$ cat src/rtl/seq_mul32_pkg.sv
// seq_mul32_pkg
//   Shared definitions for the sequential 32x32->64 multiplier:
//   FSM state encoding, operand/product/counter widths, and a small
//   helper that detects a zero operand pair for the bypass path.
package seq_mul32_pkg;

    localparam int OP_W   = 32;
    localparam int PROD_W = 64;
    localparam int CNT_W  = 5;

    // The counter value seen on the last of the 32 iteration cycles.
    localparam logic [CNT_W-1:0] CNT_LAST = 5'd31;

    typedef enum logic [1:0] {
        IDLE = 2'd0,
        CALC = 2'd1,
        DONE = 2'd2
    } state_t;

    // True when either operand is zero, so the product is trivially zero.
    function automatic logic any_zero(input logic [OP_W-1:0] x,
                                      input logic [OP_W-1:0] y);
        return (x == '0) || (y == '0);
    endfunction

endpackage

$ cat src/rtl/seq_mul32_ksa32.sv
// seq_mul32_ksa32
//   32-bit Kogge-Stone adder used as the per-cycle partial-sum adder of
//   the sequential multiplier. Purely combinational.
// Ports
//   a, b  : 32-bit addends
//   cin   : carry in
//   y     : 32-bit sum
//   cout  : carry out of bit 31
module seq_mul32_ksa32 (
    input  logic [31:0] a,
    input  logic [31:0] b,
    input  logic        cin,
    output logic [31:0] y,
    output logic        cout
);

    logic [31:0] prop0;
    logic [31:0] grp_g;
    logic [31:0] grp_p;
    logic [31:0] gv;
    logic [31:0] pv;
    logic [31:0] gn;
    logic [31:0] pn;
    logic [32:0] carry;

    assign prop0 = a ^ b;

    // Five prefix stages with spans 1,2,4,8,16. After the last stage each
    // bit i holds the group generate/propagate of bits i..0.
    always_comb begin
        gv = a & b;
        pv = a ^ b;
        gn = '0;
        pn = '0;
        for (int k = 0; k < 5; k++) begin
            for (int i = 0; i < 32; i++) begin
                if (i >= (1 << k)) begin
                    gn[i] = gv[i] | (pv[i] & gv[i - (1 << k)]);
                    pn[i] = pv[i] & pv[i - (1 << k)];
                end else begin
                    gn[i] = gv[i];
                    pn[i] = pv[i];
                end
            end
            gv = gn;
            pv = pn;
        end
        grp_g = gv;
        grp_p = pv;
    end

    // Carry into bit i+1 is the group generate of bits i..0, or the group
    // propagate letting cin through.
    assign carry = {grp_g | (grp_p & {32{cin}}), cin};
    assign y     = prop0 ^ carry[31:0];
    assign cout  = carry[32];

endmodule

$ cat src/rtl/seq_mul32.sv
// seq_mul32
//   Unsigned 32x32->64 shift-and-add multiplier retiring one partial
//   product per cycle through a 32-bit Kogge-Stone adder. Operands arrive
//   on a valid/ready port, the product leaves on a valid/ready port.
// Parameters
//   WIDTH       : operand width, 32 only (the adder is fixed 32-bit)
//   BYPASS_ZERO : 1 = a zero operand skips iteration and yields 0 at once
// Ports
//   clk, rst_n  : clock (rising edge), asynchronous active-low reset
//   in_valid    : operand pair valid
//   in_ready    : block accepts operands (IDLE only)
//   a, b        : multiplicand, multiplier
//   out_valid   : p holds a finished product
//   out_ready   : consumer accepts p
//   p           : 64-bit product
//   busy        : high while computing or holding a result
module seq_mul32
    import seq_mul32_pkg::*;
#(
    parameter int WIDTH       = 32,
    parameter bit BYPASS_ZERO = 1'b1
) (
    input  logic              clk,
    input  logic              rst_n,
    input  logic              in_valid,
    output logic              in_ready,
    input  logic [WIDTH-1:0]  a,
    input  logic [WIDTH-1:0]  b,
    output logic              out_valid,
    input  logic              out_ready,
    output logic [PROD_W-1:0] p,
    output logic              busy
);

    state_t state;
    state_t next_state;

    logic [WIDTH-1:0]  mcand;
    logic [WIDTH-1:0]  acc_hi;
    logic [WIDTH-1:0]  acc_lo;
    logic [CNT_W-1:0]  cnt;
    logic [WIDTH-1:0]  add_b;
    logic [WIDTH-1:0]  sum_y;
    logic              sum_cout;
    logic              take_bypass;
    logic [PROD_W-1:0] next_acc;

    assign take_bypass = BYPASS_ZERO && any_zero(a, b);

    // The multiplicand is added only when the multiplier bit currently at
    // the bottom of the shift register is set.
    assign add_b = acc_lo[0] ? mcand : '0;

    seq_mul32_ksa32 u_ksa (
        .a    (acc_hi),
        .b    (add_b),
        .cin  (1'b0),
        .y    (sum_y),
        .cout (sum_cout)
    );

    // The carry is kept as the top bit, so the 33-bit partial sum and the
    // remaining 31 multiplier bits shift right together as one 64-bit word.
    assign next_acc = {sum_cout, sum_y, acc_lo[WIDTH-1:1]};

    always_ff @(posedge clk or negedge rst_n) begin
        if (!rst_n) begin
            state <= IDLE;
        end else begin
            state <= next_state;
        end
    end

    // Handshake outputs depend on state alone, so in_ready never loops
    // back through in_valid.
    always_comb begin
        next_state = state;
        in_ready   = 1'b0;
        out_valid  = 1'b0;
        busy       = 1'b0;
        case (state)
            IDLE: begin
                in_ready = 1'b1;
                if (in_valid) begin
                    next_state = take_bypass ? DONE : CALC;
                end
            end
            CALC: begin
                busy = 1'b1;
                if (cnt == CNT_LAST) begin
                    next_state = DONE;
                end
            end
            DONE: begin
                busy      = 1'b1;
                out_valid = 1'b1;
                if (out_ready) begin
                    next_state = IDLE;
                end
            end
            default: begin
                next_state = IDLE;
            end
        endcase
    end

    // Datapath: operands load on accept, the accumulator shifts once per
    // CALC cycle, and p captures the final word (or zero on bypass). p is
    // otherwise untouched so it stays stable while the result waits.
    always_ff @(posedge clk or negedge rst_n) begin
        if (!rst_n) begin
            mcand  <= '0;
            acc_hi <= '0;
            acc_lo <= '0;
            cnt    <= '0;
            p      <= '0;
        end else begin
            case (state)
                IDLE: begin
                    if (in_valid) begin
                        mcand  <= a;
                        acc_lo <= b;
                        acc_hi <= '0;
                        cnt    <= '0;
                        if (take_bypass) begin
                            p <= '0;
                        end
                    end
                end
                CALC: begin
                    acc_hi <= next_acc[PROD_W-1:WIDTH];
                    acc_lo <= next_acc[WIDTH-1:0];
                    cnt    <= cnt + 5'd1;
                    if (cnt == CNT_LAST) begin
                        p <= next_acc;
                    end
                end
                default: begin
                end
            endcase
        end
    end

endmodule

$ cat config.mk
export PLATFORM = sky130hd
export DESIGN_NAME = seq_mul32
export DESIGN_NICKNAME = d
export VERILOG_FILES = /design/src/rtl/seq_mul32_pkg.sv /design/src/rtl/seq_mul32_ksa32.sv /design/src/rtl/seq_mul32.sv
export SDC_FILE = /design/constraint.sdc
export NUM_CORES = 1
export LEC_CHECK = 0
export ABC_CLOCK_PERIOD_IN_PS = 3600
export CORE_MARGIN = 10
export CORE_UTILIZATION = 45
export CTS_CLUSTER_DIAMETER = 120
export DETAILED_ROUTE_END_ITERATION = 7
export GPL_ROUTABILITY_DRIVEN = 1
export PLACE_DENSITY = 0.68
export SLEW_MARGIN = 20
export SYNTH_ARGS = -nofsm -noshare
export SYNTH_HDL_FRONTEND = slang
export SYNTH_SLANG_ARGS = --single-unit
$ cat constraint.sdc
create_clock -name clk -period 3.6 [get_ports clk]
set_input_delay 0.72 -clock clk [delete_from_list [all_inputs] [get_ports clk]]
set_output_delay 0.72 -clock clk [all_outputs]
set_load 0.01 [all_outputs]
==> results.py, run 1 <==
metrics = {
    "sta": {
        "finClkSkew_ns": 0.0129,
        "worst_pin_slew_ns": 0.925,
        "relSlewSlack_pct": 38.3,
        "tns_ns": 0,
        "slew_viol_final": 0,
        "final-hold-violation-count": 0,
        "fin_hold_ws_ns": 0.282,
        "setup_viol_count_final": 0,
        "finalWorstPathRequiredPeriod_ns": 3.25,
        "fmax_mhz": 308,
        "rsz0062_at_grt": "no",
        "finalCritPeriodShare_pct": 90.2,
    },
    "final_layout": {
        "final_net_count": 1213,
        "syn_to_final_growth_pct": 24.2,
        "diodes": 0,
        "most-common-layout-cells": "dfrtp_1, nand2_1, clkdlybuf4s50_1, o21ai_0, a21oi_1",
        "drive_gt1_share_pct": 9.38,
        "layout_commonest_cell": "dfrtp_1",
    },
    "synth": {
        "synthArstFlopShare_pct": 100,
        "synth-seq-cells": 167,
        "syn_inst": 998,
        "yosysWarnings": 0,
        "syn_nets": 1104,
        "syn_area_um2": 9060,
        "yosysSeqAreaShare_pct": 46.1,
        "synth-main-ff-cell": "dfrtp_1",
        "syn_area_per_cell_um2": 9.08,
        "yosysUniqueCellTypes": 60,
        "synth-edff-count": 0,
    },
    "place": {
        "hpwl_mm": 17.5,
        "gp_congestion": 0.885,
        "io_buffer_count": 134,
    },
    "clocking": {
        "cts_resized": 0,
        "clk_latency_ns": 0.43,
        "clkTransAtPathRegs_ns": 0.07,
        "cts_buffers": 17,
        "clock-sinks": 167,
        "post_cts_buffers": 0,
        "clockRootBuffer": "clkbuf_16",
        "cts_hold_buf": 0,
        "ctsLongestPathBuffers": 2,
        "tritoncts": "built",
        "htree_levels": 4,
    },
    "detailed_routing": {
        "firstDrtPassIters": 5,
        "drc": 0,
        "ant_nets": 0,
        "routed_wirelength_mm": 24.3,
        "avgRoutedWirePerCell_um": 17.5,
        "viasPerCell": 5.60,
        "vias": 7753,
        "drtIter0Drc": 570,
    },
    "power_and_ir_drop": {
        "p_leak_uw": 0.00483,
        "power_uw": 9840,
        "peakVddDrop_mv": 0.439,
        "pwr_density_cell_nw_per_um2": 874,
    },
    "global_routing": {
        "grt_max_degree": 94,
        "grt_usage_pct": 18.5,
        "antenna_found_initial": 0,
        "grt.overflow.total": 0,
        "grt_pass1_vias": 7712,
        "grt_pass1_wl_mm": 40.1,
    },
    "floorplanning": {
        "rows": 51,
        "core_region_area_um2": 19700,
        "ios": 135,
        "dieArea_um2": 26200,
        "start_util_pct": 46.1,
        "die_y_um": 162,
        "die_w_um": 162,
    },
    "worst_hold_path": {
        "hold_class": "in -> async",
    },
    "setup_path": {
        "cp_max_fo": 4,
        "worstSetupPathType": "reg -> reg",
        "critPathArrivalTime_ns": 3.55,
        "cp.required_ns": 3.90,
        "end_kind": "flop",
        "startpoint_type": "flop",
        "reg2reg_depth": 12,
    },
    "flow_run": {
        "drv_cap": 0,
    },
    "outcome": {
        "status": "finished clean",
    },
}
cell families (layout without fill, tap and decap cells):
logic type | count (synthesis) | in the layout | share of synthesized area (%)
xor gates and xnor gates | 25 | 25 | 2.42
DFF | 167 | 167 | 46.1
buffers and inverters | 108 | 230 | 4.61
muxes | 39 | 39 | 4.80
and+or+nand+nor | 282 | 282 | 14.5
AOI/OAI and AO/OA | 339 | 339 | 22.3
adders and majority gates | 38 | 38 | 5.33
path summary, 6_finish.rpt:
path,from,to,slack (ns)
max,acc_lo[0],acc_hi[21],0.35
min,rst_n,p[40],0.28
max reg2reg,acc_lo[0],acc_hi[21],0.35
min reg2reg,p[63],p[63],0.48
max in group asynchronous,rst_n,mcand[28],2.46
min in group clk,p[63],p[63],0.48
critical path: stages (launching register included):
cell and delay (ns):
dfrtp_1 0.41, and2_1 0.15, ha_1 0.20, inv_1 0.07, fa_1 0.39, nand2b_1 0.19
a21oi_1 0.26, o21ai_0 0.17, a21boi_0 0.33, o211ai_1 0.16, a31oi_1 0.29, o21ai_0 0.19
a32o_1 0.28
Yosys cell counts (6+ instances only):
| cell | instances | area, um2 |
|---|---|---|
| dfrtp_1 | 167 | 4180 |
| nand2_1 | 164 | 616 |
| o21ai_0 | 128 | 641 |
| a21oi_1 | 73 | 365 |
| o22ai_1 | 65 | 407 |
| inv_1 | 44 | 165 |
| clkbuf_1 | 42 | 158 |
| ha_1 | 37 | 463 |
| mux2_2 | 36 | 405 |
| and2_1 | 32 | 200 |
| nor4_1 | 18 | 113 |
| nor2_1 | 16 | 60.1 |
| xnor2_1 | 14 | 123 |
| o31ai_1 | 13 | 97.6 |
| buf_1 | 12 | 45.0 |
| nand4_1 | 11 | 68.8 |
| xor2_1 | 11 | 96.3 |
| buf_2 | 10 | 50.1 |
| a21o_1 | 7 | 52.6 |
| and3_1 | 7 | 43.8 |
| nor3_1 | 7 | 35.0 |
| nand3_1 | 6 | 30.0 |
| nor2b_1 | 6 | 37.5 |
| o21a_1 | 6 | 45.0 |
area by class of cell:
type                       count  area (um2)
fill                        1789        8400
multi-input combinational    723        4490
sequential                   167        4180
timing repair buffer         154        1520
clock buffer                  18         429
tap                          265         332
inverter                      44         165
clock inverter                14         148
through the flow:
| stage | area [um2] | setup WS (ns) | cells | utilization [%] |
|---|---|---|---|---|
| 3_5_place_dp | 10700 | 0.255 | 1353 | 54.3 |
| 4_1_cts | 11300 | 0.379 | 1385 | 57.3 |
| 2_1_floorplan | 9060 | 0.836 | 998 | - |
| 5_1_grt | 11300 | 0.0773 | 1385 | 57.3 |
| 3_3_place_gp | 10700 | 0.277 | 1353 | 54.3 |
| 6_report | 11300 | 0.351 | 1385 | 57.3 |
layer usage:
| layer | up-vias | wire length, um | GRT usage [%] |
|---|---|---|---|
| li1 | 3807 | - | - |
| met1 | 3705 | 11100 | 24.4 |
| met2 | 209 | 11700 | 30.0 |
| met3 | 32 | 1050 | 3.61 |
| met4 | 0 | 458 | 5.42 |
| met5 | - | 0 | 0 |
state kept, by name (all words and copies together) (netlist names):
signal	count
p	64
acc_hi	32
acc_lo	32
mcand	32
cnt	5
state	2
power by group:
group	switching, uW	total (uW)	internal, uW
Sequential	523	3170	2650
Clock	793	1820	1030
Combinational	2740	4850	2110
Total	4050	9840	5790
Note: power is estimated with default switching activity, not from simulation.
==> run 2: changes to the inputs <==
--- a/config.mk
+++ b/config.mk
@@ -11,7 +11,7 @@
 export CTS_CLUSTER_DIAMETER = 120
 export DETAILED_ROUTE_END_ITERATION = 7
 export GPL_ROUTABILITY_DRIVEN = 1
-export PLACE_DENSITY = 0.68
+export PLACE_DENSITY = 0.77
 export SLEW_MARGIN = 20
 export SYNTH_ARGS = -nofsm -noshare
 export SYNTH_HDL_FRONTEND = slang
==> results.py, run 2 (synthesis results as in run 1) <==
metrics = {
    "final_layout": {
        "largest-register": "p",
        "num-fill-cells": 1752,
        "largest_reg_flops": 64,
        "register_area_um2": 4180,
        "final_net_count": 1222,
        "syn_to_final_growth_pct": 24.9,
        "drive_gt1_share_pct": 9.93,
        "layout_commonest_cell": "dfrtp_1",
        "multi_input_area_um2": 4490,
        "most-common-layout-cells": "dfrtp_1, nand2_1, clkdlybuf4s50_1, o21ai_0, a21oi_1",
    },
    "detailed_routing": {
        "routed_wirelength_mm": 24.7,
        "firstDrtPassIters": 7,
        "drc": 0,
        "avgRoutedWirePerCell_um": 17.7,
        "dr_wl_met2_mm": 11.9,
        "vias": 7913,
        "m1WireLength_mm": 10.8,
        "highest_layer": "met4",
        "drtIter0Drc": 687,
        "viasPerCell": 5.67,
        "ant_nets": 0,
        "wl_met3_mm": 1.49,
    },
    "global_routing": {
        "grt.overflow.total": 0,
        "grt_pass1_vias": 7840,
        "grt_pass1_wl_mm": 40.6,
        "grt_max_degree": 95,
        "antenna_found_initial": 2,
        "grt_usage_pct": 18.7,
    },
    "power_and_ir_drop": {
        "pwr_density_cell_nw_per_um2": 871,
        "peakVddDrop_mv": 0.401,
        "p_leak_uw": 0.00486,
        "power_uw": 9870,
    },
    "setup_path": {
        "startpoint_type": "flop",
        "cp.required_ns": 3.92,
        "critPathArrivalTime_ns": 3.45,
        "worstSetupPathType": "reg -> reg",
        "reg2reg_from": "acc_lo[0]",
        "end_kind": "flop",
        "cp_max_fo": 4,
        "critPathLaunch": "acc_lo[0]",
    },
    "clocking": {
        "post_cts_buffers": 0,
        "cts_buffers": 17,
        "cts_resized": 0,
        "clk_latency_ns": 0.44,
        "clock-sinks": 167,
        "clockRootBuffer": "clkbuf_16",
        "htree_levels": 4,
        "ctsLongestPathBuffers": 2,
        "cts_hold_buf": 0,
        "tritoncts": "built",
        "clkTransAtPathRegs_ns": 0.06,
    },
    "floorplanning": {
        "die_w_um": 162,
        "rows": 51,
        "core_region_area_um2": 19700,
        "dieArea_um2": 26200,
        "ios": 135,
        "start_util_pct": 46.1,
        "die_y_um": 162,
    },
    "place": {
        "hpwl_mm": 17.8,
        "io_buffer_count": 134,
        "gp_congestion": 0.954,
    },
    "sta": {
        "worst_pin_slew_ns": 0.910,
        "relSlewSlack_pct": 39.3,
        "final-hold-violation-count": 0,
        "finalCritPeriodShare_pct": 87.1,
        "rsz0062_at_grt": "no",
        "setup_viol_count_final": 0,
        "slew_viol_final": 0,
        "finalWorstPathRequiredPeriod_ns": 3.14,
        "fmax_mhz": 319,
        "tns_ns": 0,
        "finClkSkew_ns": 0.00911,
    },
    "worst_hold_path": {
        "hold_class": "in -> async",
    },
    "flow_run": {
        "drv_cap": 0,
    },
    "outcome": {
        "status": "finished clean",
    },
}
-- run 2: critical path: stages (launching register included) --
cell      delay, ns
dfrtp_1        0.38
and2_1         0.13
ha_1           0.19
inv_1          0.07
fa_1           0.37
nand2b_1       0.19
a21oi_1        0.27
o21ai_0        0.18
a21boi_0       0.33
o211ai_1       0.16
a31oi_1        0.28
o21ai_0        0.18
a32o_1         0.29
-- run 2: report_power, final --
group	internal (uW)	leakage [uW]	switching (uW)
clock network	987	0.000262	770
logic	2150	0.00245	2780
registers	2650	0.00214	536
-- run 2: final cells by class --
| type | count | share of cell area [%] |
|---|---|---|
| diodes | 3 | 0.0663 |
| clock buffers | 21 | 4.07 |
| clock inverters | 10 | 0.851 |
| inverters | 44 | 1.46 |
| multi-input cells | 723 | 39.6 |
| flip-flops and latches | 167 | 36.9 |
| well taps | 265 | 2.93 |
| repair buffers | 163 | 14.1 |
-- run 2: metrics by stage --
stage	instance area [um2]	util (%)	worst slack, ns	hold slack [ns]	cells
after global routing	11300	57.6	0.181	0.370	1394
after global placement	10800	54.7	0.147	0.460	1362
after CTS	11300	57.6	0.521	0.324	1393
after detailed placement	10800	54.7	0.157	0.469	1362
final	11300	57.6	0.463	0.284	1396
after floorplan	9060	-	0.836	0.424	998
-- run 2: worst paths after layout --
| kind | to | slack, ns | depth (start not counted) |
|---|---|---|---|
| max | acc_hi[21] | 0.46 | 12 |
| min | mcand[12] | 0.28 | 1 |
| max reg2reg | acc_hi[21] | 0.46 | 12 |
| min reg2reg | p[52] | 0.47 | 2 |
| max in group asynchronous | acc_lo[10] | 2.56 | 2 |
| min in group clk | p[52] | 0.47 | 2 |
-- run 2: routing by layer --
| layer | GRT usage (%) | vias up |
|---|---|---|
| li1 | - | 3820 |
| met1 | 24.0 | 3803 |
| met2 | 30.1 | 241 |
| met3 | 4.30 | 49 |
| met4 | 7.28 | 0 |
| met5 | 0 | - |
==> run 3: changes to the inputs <==
--- a/config.mk
+++ b/config.mk
@@ -5,13 +5,12 @@
 export SDC_FILE = /design/constraint.sdc
 export NUM_CORES = 1
 export LEC_CHECK = 0
-export ABC_CLOCK_PERIOD_IN_PS = 3600
-export CORE_MARGIN = 10
+export ABC_CLOCK_PERIOD_IN_PS = 2800
 export CORE_UTILIZATION = 45
 export CTS_CLUSTER_DIAMETER = 120
 export DETAILED_ROUTE_END_ITERATION = 7
 export GPL_ROUTABILITY_DRIVEN = 1
-export PLACE_DENSITY = 0.77
+export PLACE_DENSITY = 0.8
 export SLEW_MARGIN = 20
 export SYNTH_ARGS = -nofsm -noshare
 export SYNTH_HDL_FRONTEND = slang
==> constraint.sdc (replaced) <==
create_clock -name clk -period 2.8 [get_ports clk]
set_input_delay 0.56 -clock clk [delete_from_list [all_inputs] [get_ports clk]]
set_output_delay 0.56 -clock clk [all_outputs]
set_load 0.01 [all_outputs]
==> results.py, run 3 (synthesis results as in run 1) <==
metrics = {
    "setup_path": {
        "startpoint_type": "flop",
        "regToRegSetupSlack_ns": -0.12,
        "worstSetupPathType": "reg -> reg",
        "cp_max_fo": 8,
        "critPathLaunch": "acc_lo[0]",
        "critPathArrivalTime_ns": 3.24,
        "reg2reg_from": "acc_lo[0]",
        "cp.required_ns": 3.12,
        "end_kind": "flop",
    },
    "clocking": {
        "cts_buffers": 17,
        "ctsLongestPathBuffers": 2,
        "clkTransAtPathRegs_ns": 0.06,
        "clk_latency_ns": 0.44,
        "tritoncts": "built",
        "clockRootBuffer": "clkbuf_16",
        "clock-sinks": 167,
        "htree_levels": 4,
    },
    "final_layout": {
        "most-common-layout-cells": "dfrtp_1, nand2_1, clkdlybuf4s50_1, o21ai_0, buf_4",
        "register_area_um2": 4180,
        "largest-register": "p",
        "largest_reg_flops": 64,
        "final_net_count": 1306,
        "syn_to_final_growth_pct": 38.7,
        "drive_gt1_share_pct": 23.2,
        "final_util_pct": 64.2,
        "diodes": 0,
        "num-fill-cells": 1465,
        "layout_commonest_cell": "dfrtp_1",
        "multi_input_area_um2": 5060,
    },
    "floorplanning": {
        "core_region_area_um2": 19600,
        "die_y_um": 144,
        "dieArea_um2": 20700,
        "die_w_um": 144,
        "ios": 135,
        "start_util_pct": 46.3,
        "rows": 51,
    },
    "outcome": {
        "status": "complete, but fails checks",
        "violations": "setup timing",
    },
    "power_and_ir_drop": {
        "p_leak_uw": 0.00534,
        "power_uw": 14500,
        "peakVddDrop_mv": 0.587,
        "pwr_density_cell_nw_per_um2": 1150,
    },
    "sta": {
        "final-hold-violation-count": 0,
        "fmax_mhz": 343,
        "worst_pin_slew_ns": 0.662,
        "setup_viol_count_final": 9,
        "relSlewSlack_pct": 55.5,
        "slew_viol_final": 0,
        "finalCritPeriodShare_pct": 104,
        "finalWorstPathRequiredPeriod_ns": 2.92,
        "finalWorstSetupSlack_ns": -0.119,
        "finClkSkew_ns": 0.00963,
        "rsz0062_at_grt": "yes",
    },
    "detailed_routing": {
        "drtIter0Drc": 868,
        "vias": 8560,
        "highest_layer": "met4",
        "drc": 0,
        "ant_nets": 0,
        "viasPerCell": 5.79,
        "wl_met3_mm": 1.70,
        "avgRoutedWirePerCell_um": 18.4,
        "routed_wirelength_mm": 27.2,
        "m1WireLength_mm": 11.1,
        "firstDrtPassIters": 5,
        "dr_wl_met2_mm": 13.2,
    },
    "place": {
        "gp_congestion": 0.910,
        "io_buffer_count": 134,
        "hpwl_mm": 17.6,
    },
    "global_routing": {
        "grt_pass1_wl_mm": 41.6,
        "grt_pass1_vias": 8210,
        "grt_usage_pct": 26.0,
        "antenna_found_initial": 0,
        "grt_max_degree": 93,
        "grt.overflow.total": 0,
    },
    "worst_hold_path": {
        "hold_path.startpoint": "p[11]",
        "hold_class": "reg -> reg",
    },
    "flow_run": {
        "drv_cap": 0,
    },
}
[run 3: changes by cell type in the layout (fill, tap and decap cells not counted), moves of 5 or more]
cell	previous run	this run
buf_4	26	102
o21ai_0	128	104
ha_1	35	14
a21oi_1	72	55
o21ai_1	0	17
ha_4	0	16
a21oi_2	1	13
and2_1	32	23
and2_4	0	9
buf_6	1	7
o21ai_2	0	6
a21oi_4	1	6
ha_2	2	7
[run 3: worst paths after layout]
check,endpoint,cells past startpoint
worst min register to register,p[11],2
worst min-delay path,p[11],2
max in group asynchronous,p[1],3
worst max-delay path,acc_hi[24],12
worst max register to register,acc_hi[24],12
min in group asynchronous,acc_hi[10],2
[run 3: per-layer routing]
metal / global-route usage, % / up-vias
li1: - / 3985
met1: 34.1 / 4111
met2: 41.6 / 376
met3: 4.00 / 88
met4: 12.9 / 0
met5: 0 / -
[run 3: area by class of cell]
cell class | instances | share of cell area, %
Multi-Input combinational cell | 723 | 40.2
Clock inverter | 14 | 1.17
Timing Repair Buffer | 247 | 18.0
Sequential cell | 167 | 33.2
Clock buffer | 18 | 3.41
Tap cell | 265 | 2.64
Inverter | 44 | 1.31
[run 3: power by group]
group | total (uW) | switching (uW) | internal (uW)
clock network | 2360 | 1040 | 1320
registers | 4170 | 761 | 3410
logic | 7990 | 4270 | 3720
total | 14500 | 6070 | 8440
[run 3: worst max-delay path, cell delays in order, from the launching register on]
cell and delay [ns]:
dfrtp_2 0.46, buf_6 0.16, and2_4 0.14, ha_4 0.21, o211ai_1 0.32, o211ai_2 0.14, a21oi_2 0.26, o31ai_4 0.11
a311o_2 0.39, buf_4 0.17, a21boi_2 0.12, xnor2_1 0.10, a22o_1 0.22
[run 3: what timing repair did]
item,in CTS,in global routing
endpoints found under the setup margin,23,53
buffers inserted,5,8
hold buffers,1,0
cloned,0,0
pin swaps,26,40
hold endpoints to repair,20,0
resized for setup,48,85
[run 3: per-stage QoR]
stage                     instance area (um2)  hold slack (ns)  cells  setup TNS (ns)  setup slack [ns]
after detailed placement                11300            0.426   1432          -17.23            -0.314
after CTS                               12200            0.484   1470         -0.0894           -0.0373
after global placement                  11300            0.423   1432          -15.90            -0.280
final                                   12600            0.481   1478          -0.581            -0.119
after floorplan                          9060            0.264    998               0            0.0362
after global routing                    12600            0.507   1478           -2.01            -0.177
